<file path="config.mk">
export PLATFORM = sky130hd
export DESIGN_NAME = dircc_node_rx_msg_writer_flat
export DESIGN_NICKNAME = d
export VERILOG_FILES = /design/src/rtl/dircc_node_rx_msg_writer_if.sv /design/src/rtl/dircc_node_rx_msg_writer.sv /design/src/flat_wrapper.sv
export SDC_FILE = /design/constraint.sdc
export NUM_CORES = 1
export LEC_CHECK = 0
export ABC_AREA = 1
export BUFFER_PORTS_ARGS = -buffer_cell sky130_fd_sc_hd__buf_2
export CAP_MARGIN = 20
export CORE_AREA = 5 5 78 97
export CTS_CLUSTER_DIAMETER = 60
export DETAILED_ROUTE_END_ITERATION = 16
export DIE_AREA = 0 0 83 102
export GPL_ROUTABILITY_DRIVEN = 0
export PLACE_DENSITY = 0.9
export SLEW_MARGIN = 15
export SYNTH_ARGS = -nofsm -noshare
export SYNTH_HDL_FRONTEND = slang
export SYNTH_SLANG_ARGS = --single-unit
</file>
<file path="constraint.sdc">
create_clock -name clk -period 4.1 [get_ports clk]
set_clock_uncertainty 0.1 [all_clocks]
set_input_delay 0.205 -clock clk [delete_from_list [all_inputs] [get_ports clk]]
set_output_delay 0.205 -clock clk [all_outputs]
set_load 0.02 [all_outputs]
</file>
<file path="src/rtl/dircc_node_rx_msg_writer_if.sv">
`default_nettype none
// ============================================================================
// Module      : dircc_node_rx_msg_writer_if
// Description : Flit input stream and 16-bit memory port (s2) of the DiRCC
//               receive message writer, bundled as one interface.
// Revision    : 1.0 - initial release
// ============================================================================
interface dircc_node_rx_msg_writer_if;
    // Flit stream from the network input
    logic        in_valid;
    logic        in_ready;
    logic [15:0] in_data;
    logic        in_sop;
    logic        in_eop;

    // Processing-memory second port
    logic [13:0] mem_address;
    logic        mem_chipselect;
    logic        mem_write;
    logic [15:0] mem_writedata;
    logic [1:0]  mem_byteenable;
    logic        mem_clken;

    // Environment side: drives flits, observes memory writes
    modport master (
        output in_valid, in_data, in_sop, in_eop,
        input  in_ready,
        input  mem_address, mem_chipselect, mem_write, mem_writedata,
        input  mem_byteenable, mem_clken
    );

    // Writer side: consumes flits, drives memory writes
    modport slave (
        input  in_valid, in_data, in_sop, in_eop,
        output in_ready,
        output mem_address, mem_chipselect, mem_write, mem_writedata,
        output mem_byteenable, mem_clken
    );
endinterface : dircc_node_rx_msg_writer_if
`default_nettype wire

</file>
<file path="src/rtl/dircc_node_rx_msg_writer.sv">
`default_nettype none
// ============================================================================
// Module      : dircc_node_rx_msg_writer
// Description : Writes incoming message flits into a ring of fixed-size slots
//               in node memory, prepends a {trunc, length} header per slot and
//               reports slot occupancy to the CPU.
//               Optional macro DIRCC_RX_DROP_COUNT_EN builds the saturating
//               dropped-message counter; otherwise drop_count reads 0.
// Revision    : 1.0 - initial release
// ============================================================================
module dircc_node_rx_msg_writer #(
    parameter logic [13:0] BASE_ADDR  = 14'h2000,
    parameter int          SLOT_WORDS = 32,
    parameter int          NUM_SLOTS  = 8
) (
    input  wire logic                  clk,
    input  wire logic                  reset,
    dircc_node_rx_msg_writer_if.slave  bus,
    input  wire logic                  slot_release,
    output logic [4:0]                 slots_used,
    output logic                       irq,
    output logic [15:0]                drop_count
);

    localparam int          SLOT_BITS  = $clog2(NUM_SLOTS);
    localparam logic [14:0] LAST_OFF   = 15'(SLOT_WORDS - 1);
    localparam logic [5:0]  FULL_COUNT = 6'(NUM_SLOTS);

    typedef enum logic [1:0] {
        ST_IDLE    = 2'd0,
        ST_PAYLOAD = 2'd1,
        ST_HEADER  = 2'd2,
        ST_DROP    = 2'd3
    } state_t;

    state_t                 r_state, w_state_n;
    logic [SLOT_BITS-1:0]   r_wr_slot;
    logic [14:0]            r_length, w_length_n;
    logic                   r_trunc, w_trunc_n;
    logic [4:0]             r_slots_used;
    logic                   r_commit_pend;
    logic                   w_accept;
    logic                   w_ring_full;
    logic                   w_release;
    logic [13:0]            w_slot_base;
    logic                   w_wr_en;
    logic [13:0]            w_wr_addr;
    logic [15:0]            w_wr_data;
    logic                   w_commit;

    assign bus.in_ready       = !reset && (r_state != ST_HEADER);
    assign bus.mem_byteenable = 2'b11;
    assign bus.mem_clken      = 1'b1;

    assign w_accept    = bus.in_valid && bus.in_ready;
    assign w_slot_base = BASE_ADDR + (14'(r_wr_slot) * 14'(SLOT_WORDS));
    // A header latched last cycle is not counted yet but already owns its slot
    assign w_ring_full = ({1'b0, r_slots_used} + {5'b0, r_commit_pend}) >= FULL_COUNT;
    assign w_release   = slot_release && (r_slots_used != 5'd0);

    assign slots_used  = r_slots_used;
    assign irq         = (r_slots_used != 5'd0);

    // Next-state, length/trunc tracking and the memory write request
    always_comb begin
        w_state_n  = r_state;
        w_length_n = r_length;
        w_trunc_n  = r_trunc;
        w_wr_en    = 1'b0;
        w_wr_addr  = w_slot_base;
        w_wr_data  = bus.in_data;
        w_commit   = 1'b0;
        case (r_state)
            ST_IDLE: begin
                if (w_accept && bus.in_sop) begin
                    if (w_ring_full) begin
                        if (!bus.in_eop) w_state_n = ST_DROP;
                    end else begin
                        w_wr_en    = 1'b1;
                        w_wr_addr  = w_slot_base + 14'd1;
                        w_length_n = 15'd1;
                        w_trunc_n  = 1'b0;
                        w_state_n  = bus.in_eop ? ST_HEADER : ST_PAYLOAD;
                    end
                end
            end
            ST_PAYLOAD: begin
                if (w_accept) begin
                    if (r_length != 15'h7FFF) w_length_n = r_length + 15'd1;
                    // Flit k of the message lands at offset k while it fits
                    if (r_length < LAST_OFF) begin
                        w_wr_en   = 1'b1;
                        w_wr_addr = w_slot_base + 14'(r_length) + 14'd1;
                    end else begin
                        w_trunc_n = 1'b1;
                    end
                    if (bus.in_eop) w_state_n = ST_HEADER;
                end
            end
            ST_HEADER: begin
                w_wr_en   = 1'b1;
                w_wr_addr = w_slot_base;
                w_wr_data = {r_trunc, r_length};
                w_commit  = 1'b1;
                w_state_n = ST_IDLE;
            end
            ST_DROP: begin
                if (w_accept && bus.in_eop) w_state_n = ST_IDLE;
            end
            default: w_state_n = ST_IDLE;
        endcase
    end

    // State, slot pointer and message bookkeeping
    always_ff @(posedge clk) begin
        if (reset) begin
            r_state       <= ST_IDLE;
            r_wr_slot     <= '0;
            r_length      <= 15'd0;
            r_trunc       <= 1'b0;
            r_commit_pend <= 1'b0;
        end else begin
            r_state       <= w_state_n;
            r_length      <= w_length_n;
            r_trunc       <= w_trunc_n;
            r_commit_pend <= w_commit;
            if (w_commit) r_wr_slot <= r_wr_slot + 1'b1;
        end
    end

    // Occupancy moves on the edge the RAM captures the header
    always_ff @(posedge clk) begin
        if (reset) begin
            r_slots_used <= 5'd0;
        end else begin
            case ({r_commit_pend, w_release})
                2'b10:   r_slots_used <= r_slots_used + 5'd1;
                2'b01:   r_slots_used <= r_slots_used - 5'd1;
                default: r_slots_used <= r_slots_used;
            endcase
        end
    end

    // Registered s2 write port; strobes last exactly one cycle
    always_ff @(posedge clk) begin
        if (reset) begin
            bus.mem_chipselect <= 1'b0;
            bus.mem_write      <= 1'b0;
            bus.mem_address    <= 14'd0;
            bus.mem_writedata  <= 16'd0;
        end else begin
            bus.mem_chipselect <= w_wr_en;
            bus.mem_write      <= w_wr_en;
            if (w_wr_en) begin
                bus.mem_address   <= w_wr_addr;
                bus.mem_writedata <= w_wr_data;
            end
        end
    end

`ifdef DIRCC_RX_DROP_COUNT_EN
    logic        w_drop;
    logic [15:0] r_drop_count;

    assign w_drop     = (r_state == ST_IDLE) && w_accept && bus.in_sop && w_ring_full;
    assign drop_count = r_drop_count;

    // Saturating count of messages refused because the ring was full
    always_ff @(posedge clk) begin
        if (reset) begin
            r_drop_count <= 16'd0;
        end else if (w_drop && (r_drop_count != 16'hFFFF)) begin
            r_drop_count <= r_drop_count + 16'd1;
        end
    end
`else
    assign drop_count = 16'h0000;
`endif

endmodule : dircc_node_rx_msg_writer
`default_nettype wire

</file>
<file path="src/flat_wrapper.sv">
// flat-port wrapper written by rule: the top's interface ports become plain ports
module dircc_node_rx_msg_writer_flat 
#(
    parameter logic [13:0] BASE_ADDR  = 14'h2000,
    parameter int          SLOT_WORDS = 32,
    parameter int          NUM_SLOTS  = 8
)
  (clk, reset, slot_release, slots_used, irq, drop_count, bus_in_valid, bus_in_data, bus_in_sop, bus_in_eop, bus_in_ready, bus_mem_address, bus_mem_chipselect, bus_mem_write, bus_mem_writedata, bus_mem_byteenable, bus_mem_clken);
  dircc_node_rx_msg_writer_if bus_i ();
  input  wire logic clk;
  input  wire logic reset;
  input  wire logic slot_release;
  output logic [4:0] slots_used;
  output logic irq;
  output logic [15:0] drop_count;
  input wire logic [$bits(bus_i.in_valid)-1:0] bus_in_valid;
  input wire logic [$bits(bus_i.in_data)-1:0] bus_in_data;
  input wire logic [$bits(bus_i.in_sop)-1:0] bus_in_sop;
  input wire logic [$bits(bus_i.in_eop)-1:0] bus_in_eop;
  output wire logic [$bits(bus_i.in_ready)-1:0] bus_in_ready;
  output wire logic [$bits(bus_i.mem_address)-1:0] bus_mem_address;
  output wire logic [$bits(bus_i.mem_chipselect)-1:0] bus_mem_chipselect;
  output wire logic [$bits(bus_i.mem_write)-1:0] bus_mem_write;
  output wire logic [$bits(bus_i.mem_writedata)-1:0] bus_mem_writedata;
  output wire logic [$bits(bus_i.mem_byteenable)-1:0] bus_mem_byteenable;
  output wire logic [$bits(bus_i.mem_clken)-1:0] bus_mem_clken;
  assign bus_i.in_valid = bus_in_valid;
  assign bus_i.in_data = bus_in_data;
  assign bus_i.in_sop = bus_in_sop;
  assign bus_i.in_eop = bus_in_eop;
  assign bus_in_ready = bus_i.in_ready;
  assign bus_mem_address = bus_i.mem_address;
  assign bus_mem_chipselect = bus_i.mem_chipselect;
  assign bus_mem_write = bus_i.mem_write;
  assign bus_mem_writedata = bus_i.mem_writedata;
  assign bus_mem_byteenable = bus_i.mem_byteenable;
  assign bus_mem_clken = bus_i.mem_clken;
  dircc_node_rx_msg_writer #(.BASE_ADDR(BASE_ADDR), .SLOT_WORDS(SLOT_WORDS), .NUM_SLOTS(NUM_SLOTS)) u_core (.clk(clk), .reset(reset), .bus(bus_i), .slot_release(slot_release), .slots_used(slots_used), .irq(irq), .drop_count(drop_count));
endmodule
</file>
==> impl_metrics.py, run 1 <==
metrics = {
    "floorplan": {
        "core_sq_mm": 0.006524,
        "initial_core_util_pct": 57.12,
        "num_rows": 33,
        "io_pins": 80,
        "die_area_sq_mm": 0.008466,
        "die_h_um": 102,
        "die_w_um": 83,
    },
    "hold_path": {
        "hold_depth": 5,
        "hold_class": "input port to flip-flop",
    },
    "setup_path": {
        "end_kind": "flip-flop",
        "cp.arrival_ns": 2.72,
        "start_kind": "flip-flop",
        "r2r_cells": 10,
        "worstPathRequired_ns": 4.24,
        "path_class": "flip-flop to flip-flop",
        "crit_fanout": 18,
        "reg2reg_slack_ns": 1.52,
    },
    "detailed_routing": {
        "wl_per_cell_um": 11.92,
        "drtAntennaViolNets": 0,
        "wirelength_mm": 8.951,
        "viasPerCell": 4.931,
        "first_iter_violations": 300,
        "drcViolationCount": 0,
        "dr.pass1.iters": 4,
        "num_vias": 3703,
    },
    "layout": {
        "drive_above_1_share_pct": 13.55,
        "antenna_cells": 0,
        "area_delta_synth_final_pct": 11.62,
        "utilization_pct": 63.75,
        "nNetsFinal": 693,
        "multi_input_area_sq_mm": 0.001951,
        "nFillCells": 619,
        "seqCellArea_sq_mm": 0.001161,
    },
    "clock_tree": {
        "clk-insertion-delay-late_ns": 0.34,
        "cts_tree": "built",
        "cts_setup_buffers": 0,
        "cts_resized": 0,
        "clk_pin_slew_worst_paths_ns": 0.06,
        "htreeDepth": 3,
        "cts-root-buf": "clkbuf_8",
        "holdBufCountCts": 0,
        "cts_sinks": 58,
        "clockBufferDepth": 2,
        "numCtsBuffers": 9,
    },
    "yosys": {
        "synth_edf_count": 0,
        "seq_area_frac_synth_pct": 31.16,
        "synth_common_cells": "nand2_1, inv_1, nor2_1",
        "syn_inst": 612,
        "async_flop_share_pct": 0,
        "synth.distinct_cells": 30,
        "syn_area_sq_mm": 0.003726,
        "synth_most_common_cell": "nand2_1",
        "ys_warn_count": 0,
        "avgSynthCellArea_sq_um": 6.088,
        "yosysTopAreaCellShare_pct": 31.16,
        "synth_flop_cell": "dfxtp_1",
        "synth_area_leaders": "dfxtp_1, nand2_1, inv_1",
        "synth_top_cell_by_area": "dfxtp_1",
        "synth-seq-cells": 58,
    },
    "timing": {
        "setup_viol": 0,
        "fin_setup_tns_ns": 0,
        "period_share_pct": 63.02,
        "fmax_mhz": 387.0,
        "rsz0062_at_grt": "false",
        "maxSlewViolCount": 0,
        "hold_ws_ns": 0.1437,
        "timing.final.crit_period_ns": 2.584,
        "hold_viol_final": 0,
    },
    "grt": {
        "grt_pass1_vias": 3419,
        "grt-ovfl-total": 0,
        "grt_use_total_pct": 21.66,
        "grt_pass1_wl_mm": 15.15,
        "grt_max_degree": 39,
        "antenna_found_initial": 0,
    },
    "power": {
        "power_density_mw_per_mm2": 578.1,
        "p_leak_nw": 2.267,
        "irDropWorstVdd_uv": 360.5,
    },
    "status": {
        "status": "complete, no violations",
    },
    "placement": {
        "dp_hpwl_mm": 6.653,
        "numPortBuffers": 60,
    },
    "job": {
        "drv_cap": 0,
    },
}
[power breakdown]
group / internal [W] / switching, W / leakage [nW] / total [W]
clock: 0.000400 / 0.000227 / 0.120 / 0.000627
combinational: 0.000324 / 0.000679 / 1.67 / 0.00100
sequential: 0.000687 / 0.0000865 / 0.473 / 0.000774
[cell families after synthesis]
family                   after synthesis  synth area share, %
AND/OR/NAND/NOR                      326                36.37
buffers and inverters                147                18.20
AO/OA/AOI/OAI                         61                8.428
flip-flops                            58                31.16
adder cells (fa/ha/maj)               12                4.231
XOR/XNOR                               6                1.410
other                                  2               0.2016
[cell type report]
cell class                 instances  area share (%)
timing repair buffer              62           7.581
sequential                        58           27.92
tap                               87           2.617
multi-input combinational        424           46.90
clock inverter                     6           2.527
clock buffer                      10           3.069
inverter                         104           9.386
[path summary, 6_finish.rpt]
check / start / end
max: u_core.r_length[0] / u_core.r_length[4]
min: bus_in_sop / u_core.r_state[0]
max reg2reg: u_core.r_length[0] / u_core.r_length[4]
min reg2reg: u_core.bus.mem_address[9] / u_core.bus.mem_address[9]
[sequential cells by signal (all words and copies together), names as in the netlist]
| register | count |
|---|---|
| u_core.r_trunc | 1 |
| u_core.bus.mem_writedata | 16 |
| u_core.r_length | 15 |
| u_core.r_state | 2 |
| u_core.bus.mem_address | 14 |
| u_core.bus.mem_chipselect | 1 |
| u_core.r_wr_slot | 3 |
| u_core.slots_used | 5 |
| u_core.r_commit_pend | 1 |
[per-layer routing]
metal  vias up  GRT usage (%)  part of all wire, %
met2       132          38.46                   49
met4         0          13.96                  4.1
li1       1919              -                    -
met3        27          4.516                  6.1
met5         -              0                    0
met1      1625          23.62                   41
[placed cells by master (no fill, tap or decap), types with 2 or more instances in the layout]
master,instances
clkinv_2,3
o21ai_0,31
ha_1,11
inv_2,6
nand2_1,169
nand4_1,10
xor2_1,4
nand3_1,53
dfxtp_1,58
inv_1,97
buf_2,60
xnor2_1,2
conb_1,19
nor2_1,85
nand2_2,3
a21oi_1,26
clkbuf_8,9
buf_4,2
bufinv_16,3
nand3b_1,2
[through the flow]
step                area, sq um  std cells  power, W  setup slack, ns
finish                     4159        751  0.002404            1.516
global route               4159        751  0.002593            1.247
CTS                        4159        751  0.002414            1.539
detailed placement         3926        735  0.001785            1.555
global placement           3926        735  0.001750            1.701
floorplan                  3790        629  0.001580            1.749
[worst max-delay path: stages, from the launching register on]
cell and delay (ns):
dfxtp_1 0.48, ha_1 0.32, nand3_1 0.15, inv_1 0.15
nand2_1 0.09, nor2_1 0.09, nand4_1 0.35, nand2_2 0.44
inv_1 0.14, nor2_1 0.11, nor2_1 0.05
Note: power is estimated with default switching activity, not from simulation.
==> run 2, diff against run 1 <==
Settings changed: CORE_AREA 5 5 78 97 to 5 5 80 101, DIE_AREA 0 0 83 102 to 0 0 85 106, PLACE_DENSITY 0.9 to 0.85.
Clock period 4.1 ns to 2.44 ns, I/O delays scaled along.
==> run 2 against run 1 <==
Via count rose by 2.1%. Largest power group unchanged. Clock-buffer cell count shrank 1. Flip-flop and latch count is the same. Final area is 3.4% higher. Wire length grew 7.8%. Largest cell class unchanged.
==> impl_metrics.py, run 2 (synthesis results as in run 1) <==
metrics = {
    "layout": {
        "top_regs": "u_core.bus.mem_writedata (16), u_core.r_length (15), u_core.bus.mem_address (14)",
        "nFillCells": 664,
        "area_delta_synth_final_pct": 15.38,
        "antenna_cells": 0,
        "drive_above_1_share_pct": 16.47,
        "final_cell_mix": "nand2_1, inv_1, nor2_1",
        "nNetsFinal": 703,
        "largest_reg_flops": 16,
        "utilization_pct": 60.60,
        "largest-register": "u_core.bus.mem_writedata",
        "final_common_cell": "nand2_1",
    },
    "clock_tree": {
        "clk_pin_slew_worst_paths_ns": 0.07,
        "cts_tree": "built",
        "cts_sinks": 58,
        "cts-root-buf": "clkbuf_8",
        "numCtsBuffers": 9,
        "htreeDepth": 3,
        "clk-insertion-delay-late_ns": 0.36,
        "clockBufferDepth": 2,
    },
    "grt": {
        "grtUsageMet1_pct": 24.90,
        "grt_pass1_wl_mm": 16.17,
        "grt_pass1_vias": 3594,
        "grt_use_total_pct": 21.94,
        "grt_max_degree": 39,
        "grt_use_met3_pct": 4.419,
        "grt-ovfl-total": 0,
        "grt_busiest_layer": "met2",
        "met2_usage_pct": 37.89,
        "antenna_found_initial": 0,
    },
    "floorplan": {
        "initial_core_util_pct": 52.52,
        "die_h_um": 106,
        "io_pins": 80,
        "die_w_um": 85,
        "die_area_sq_mm": 0.009010,
        "core_sq_mm": 0.007094,
        "num_rows": 35,
    },
    "detailed_routing": {
        "first_iter_violations": 308,
        "wl_per_cell_um": 12.60,
        "wirelength_mm": 9.653,
        "drtAntennaViolNets": 0,
        "num_vias": 3779,
        "viasPerCell": 4.933,
        "dr.pass1.iters": 7,
        "drcViolationCount": 0,
    },
    "setup_path": {
        "crit_slowest_cell": "dfxtp_2",
        "crit_path_cell_trace": "inv_1, nand3_1, nand2_1, inv_1, ha_2, inv_2, fa_2, inv_1, nand2_1, nand2_1, a21oi_2, nor2_1, nor2_1, buf_4, a21oi_1, nor2_1",
        "path_buf_inv": 5,
        "start_kind": "flip-flop",
        "worstPathRequired_ns": 2.59,
        "cp.arrival_ns": 2.53,
        "path_class": "flip-flop to flip-flop",
        "r2r_cells": 16,
        "crit_family": "adder cells",
        "end_kind": "flip-flop",
        "r2r_start": "u_core.slots_used[0]",
        "critical-path-max-stage-delay_ns": 0.36,
        "r2r_end": "u_core.slots_used[4]",
        "crit_fanout": 4,
        "reg2reg_slack_ns": 0.06,
    },
    "power": {
        "swShare_pct": 41.85,
        "irDropWorstVdd_uv": 834.0,
        "p_leak_nw": 2.325,
        "power_density_mw_per_mm2": 997.9,
        "switchingPower_w": 0.001795,
        "internal-power_w": 0.002495,
        "power_frac_comb_pct": 43.3,
        "pwr-share-clk_pct": 26.1,
        "power_frac_seq_pct": 30.6,
    },
    "timing": {
        "fmax_mhz": 419.9,
        "period_share_pct": 97.61,
        "hold_viol_final": 0,
        "worst_slack_ns": 0.05825,
        "hold_ws_ns": 0.03457,
        "fin_setup_tns_ns": 0,
        "setup_viol": 0,
        "timing.final.crit_period_ns": 2.382,
        "maxSlewViolCount": 0,
    },
    "hold_path": {
        "hold_class": "input port to flip-flop",
        "min_to": "u_core.r_state[0]",
        "hold_depth": 5,
        "hp-start": "bus_in_sop",
    },
    "placement": {
        "dp_slack_ns": 0.1111,
        "dp_hpwl_mm": 6.908,
        "numPortBuffers": 60,
    },
    "job": {
        "drv_cap": 0,
    },
    "status": {
        "status": "complete, no violations",
    },
}
## run 2: changes by cell type in the layout (fill, tap and decap cells not counted), sizes merged
cell and change:
buf +10, clkinv -1, inv +2, clkbuf -1
## run 2: cell type report
cell class,count,area [sq um],area share [%]
sequential,58,1167,27.15
timing repair buffer,72,390.4,9.080
clock buffer,9,123.9,2.881
tap,92,115.1,2.678
inverter,104,390.4,9.080
multi-input combinational,424,1987,46.22
clock inverter,7,125.1,2.910
## run 2: power by group through the flow
stage	sequential [W]	clock [W]	combinational (W)
final	0.00131	0.00112	0.00186
after global routing	0.00134	0.00118	0.00210
after CTS	0.00129	0.00113	0.00176
after detailed placement	0.00131	0	0.00175
after global placement	0.00130	0	0.00170
after floorplan	0.00152	0	0.00114
## run 2: per-layer routing
| metal | wire (um) | share of wire [%] |
|---|---|---|
| met1 | 3853 | 40 |
| met2 | 4844 | 50 |
| met3 | 659 | 6.8 |
| met4 | 296 | 3.1 |
| met5 | 0 | 0 |
## run 2: worst max path at each step
stage                                 endpoint            startpoint  slack (ns)  cells after the start
after detailed placement  u_core.slots_used[4]  u_core.slots_used[2]        0.11                     16
after global routing      u_core.slots_used[4]  u_core.slots_used[0]       -0.06                     16
after global placement    u_core.slots_used[4]  u_core.slots_used[2]        0.33                     16
after CTS                 u_core.slots_used[4]  u_core.slots_used[2]        0.09                     16
final                     u_core.slots_used[4]  u_core.slots_used[0]        0.06                     16
after floorplan           u_core.slots_used[4]  u_core.slots_used[1]        0.09                     14
## run 2: metrics by stage
step	area (sq um)	instances	total power, W
floorplan	3790	629	0.002655
global placement	3993	748	0.003002
detailed placement	3993	748	0.003061
CTS	4242	764	0.004182
global route	4299	766	0.004626
finish	4299	766	0.004290
## run 2: what timing repair did
action | in CTS | in global routing
setup buffers | 0 | 2
gates resized for setup | 0 | 13
hold buffers | 0 | 0
setup endpoints to repair | 0 | 1
## run 2: worst min-delay path: stages
cell     delay (ns)
buf_2          0.11
inv_1          0.05
nor2_1         0.05
nand3_1        0.06
a21oi_1        0.05
==> run 3, diff against run 2 <==
Settings changed: CORE_AREA 5 5 80 101 to 8 8 92 94, DIE_AREA 0 0 85 106 to 0 0 100 102, PLACE_DENSITY 0.85 to 0.86.
==> run 3 against run 2 <==
Clock-buffer cell count increased by 5. Setup slack improved by 0.061 ns. Largest cell class unchanged. Die area increased by 13%. Via count increased by 0.85%. Cell count increased by 1.0%. Register-to-register slack improved by 0.06 ns. Clock power decreased by 12%. Combinational power decreased by 4%. Flip-flop and latch count unchanged. Final area decreased by 0.70%. Wire length decreased by 1.9%.
==> impl_metrics.py, run 3 (synthesis results as in run 1) <==
metrics = {
    "status": {
        "status": "complete, no violations",
    },
    "placement": {
        "dp_slack_ns": -0.003526,
        "dp_hpwl_mm": 6.977,
        "dp.cells": 759,
        "numPortBuffers": 60,
    },
    "hold_path": {
        "min_to": "u_core.r_state[0]",
        "hold_class": "input port to flip-flop",
        "hold_depth": 4,
        "hp-start": "bus_in_eop",
    },
    "detailed_routing": {
        "drtAntennaViolNets": 0,
        "num_vias": 3811,
        "wl_per_cell_um": 12.24,
        "first_iter_violations": 350,
        "dr.pass1.iters": 5,
        "wirelength_mm": 9.472,
        "viasPerCell": 4.924,
        "drcViolationCount": 0,
    },
    "layout": {
        "largest_reg_flops": 16,
        "top_regs": "u_core.bus.mem_writedata (16), u_core.r_length (15), u_core.bus.mem_address (14)",
        "antenna_cells": 0,
        "final_common_cell": "nand2_1",
        "nNetsFinal": 705,
        "final_cell_mix": "nand2_1, inv_1, nor2_1",
        "largest-register": "u_core.bus.mem_writedata",
        "nFillCells": 687,
        "stdcell_count": 774,
        "area_delta_synth_final_pct": 14.57,
        "drive_above_1_share_pct": 16.00,
    },
    "clock_tree": {
        "cts_setup_buffers": 0,
        "htreeDepth": 3,
        "cts_tree": "built",
        "clk_pin_slew_worst_paths_ns": 0.07,
        "holdBufCountCts": 0,
        "cts_sinks": 58,
        "clk-insertion-delay-late_ns": 0.34,
        "clockBufferDepth": 2,
        "numCtsBuffers": 9,
        "cts-root-buf": "clkbuf_8",
    },
    "floorplan": {
        "die_area_sq_mm": 0.01020,
        "die_w_um": 100,
        "initial_core_util_pct": 52.78,
        "io_pins": 80,
        "core_sq_mm": 0.007059,
        "die_h_um": 102,
        "num_rows": 31,
    },
    "setup_path": {
        "cp.arrival_ns": 2.46,
        "path_class": "flip-flop to flip-flop",
        "worstPathRequired_ns": 2.58,
        "r2r_start": "u_core.slots_used[1]",
        "r2r_end": "u_core.slots_used[4]",
        "crit_fanout": 7,
        "end_kind": "flip-flop",
        "start_kind": "flip-flop",
        "r2r_cells": 14,
        "reg2reg_slack_ns": 0.12,
    },
    "grt": {
        "grt_pass1_vias": 3552,
        "grt_pass1_wl_mm": 15.73,
        "grt-ovfl-total": 0,
        "antenna_found_initial": 0,
        "grt_use_total_pct": 19.05,
        "grt_max_degree": 39,
    },
    "power": {
        "p_total_w": 0.004072,
        "irDropWorstVdd_uv": 701.7,
        "power_density_mw_per_mm2": 953.9,
        "p_leak_nw": 2.320,
    },
    "timing": {
        "slew_headroom_pct": 65.73,
        "worst_slack_ns": 0.1190,
        "fin_setup_tns_ns": 0,
        "fmax_mhz": 430.9,
        "setup_viol": 0,
        "hold_ws_ns": 0.03249,
        "timing.final.crit_period_ns": 2.321,
        "hold_viol_final": 0,
        "maxSlewViolCount": 0,
        "tightest_slew_ns": 0.5141,
        "period_share_pct": 95.12,
    },
    "job": {
        "drv_cap": 0,
    },
}
[run 3: timing repair]
| item | CTS | global route |
|---|---|---|
| endpoints found under the setup margin | 1 | 1 |
| gates resized for setup | 1 | 6 |
| cloned | 0 | 0 |
[run 3: per-stage QoR]
stage	instance area [sq um]	utilization [%]
after floorplan	3790	-
after global placement	4031	57.11
after detailed placement	4031	57.11
after CTS	4259	60.33
after global routing	4269	60.48
final	4269	60.48
[run 3: power breakdown]
group	total, W	switching [W]	internal (W)
logic	0.00179	0.00119	0.000596
clock network	0.000982	0.000376	0.000606
registers	0.00130	0.000147	0.00116
total	0.00407	0.00171	0.00236
[run 3: how the worst max path moves through the flow]
stage | from | endpoint | slack [ns] | cells after the start
4_1_cts | u_core.slots_used[1] | u_core.slots_used[4] | 0.02 | 16
6_report | u_core.slots_used[1] | u_core.slots_used[4] | 0.12 | 14
2_1_floorplan | u_core.slots_used[1] | u_core.slots_used[4] | 0.09 | 14
3_5_place_dp | u_core.slots_used[1] | u_core.slots_used[4] | -0.004 | 16
3_3_place_gp | u_core.slots_used[1] | u_core.slots_used[4] | 0.29 | 16
5_1_grt | u_core.slots_used[1] | u_core.slots_used[4] | -0.03 | 14
[run 3: final cells by class]
type	instances	area, sq um	area share [%]
inverter	104	390.4	9.144
tap	99	123.9	2.902
multi-input combinational	424	1964	46.01
sequential	58	1162	27.23
timing repair buffer	74	405.4	9.496
clock buffer	14	192.7	4.513
clock inverter	1	30.03	0.7034
[run 3: critical path: stages (launching register included)]
cell	delay, ns
dfxtp_2	0.36
nor3_2	0.19
nand3_1	0.12
nand2_1	0.10
inv_1	0.06
ha_2	0.20
ha_1	0.32
nand2_1	0.08
nand2_1	0.07
a21oi_2	0.16
nor2_1	0.08
nor2_1	0.13
nand2_1	0.07
o21ai_1	0.12
nor2_1	0.05
[run 3: layer usage]
metal | wire length, um | GRT usage (%) | vias up
met5 | 0 | 0 | -
met4 | 178 | 8.721 | 0
met3 | 838 | 5.450 | 20
met2 | 4700 | 33.45 | 142
met1 | 3755 | 20.87 | 1700
li1 | - | - | 1949
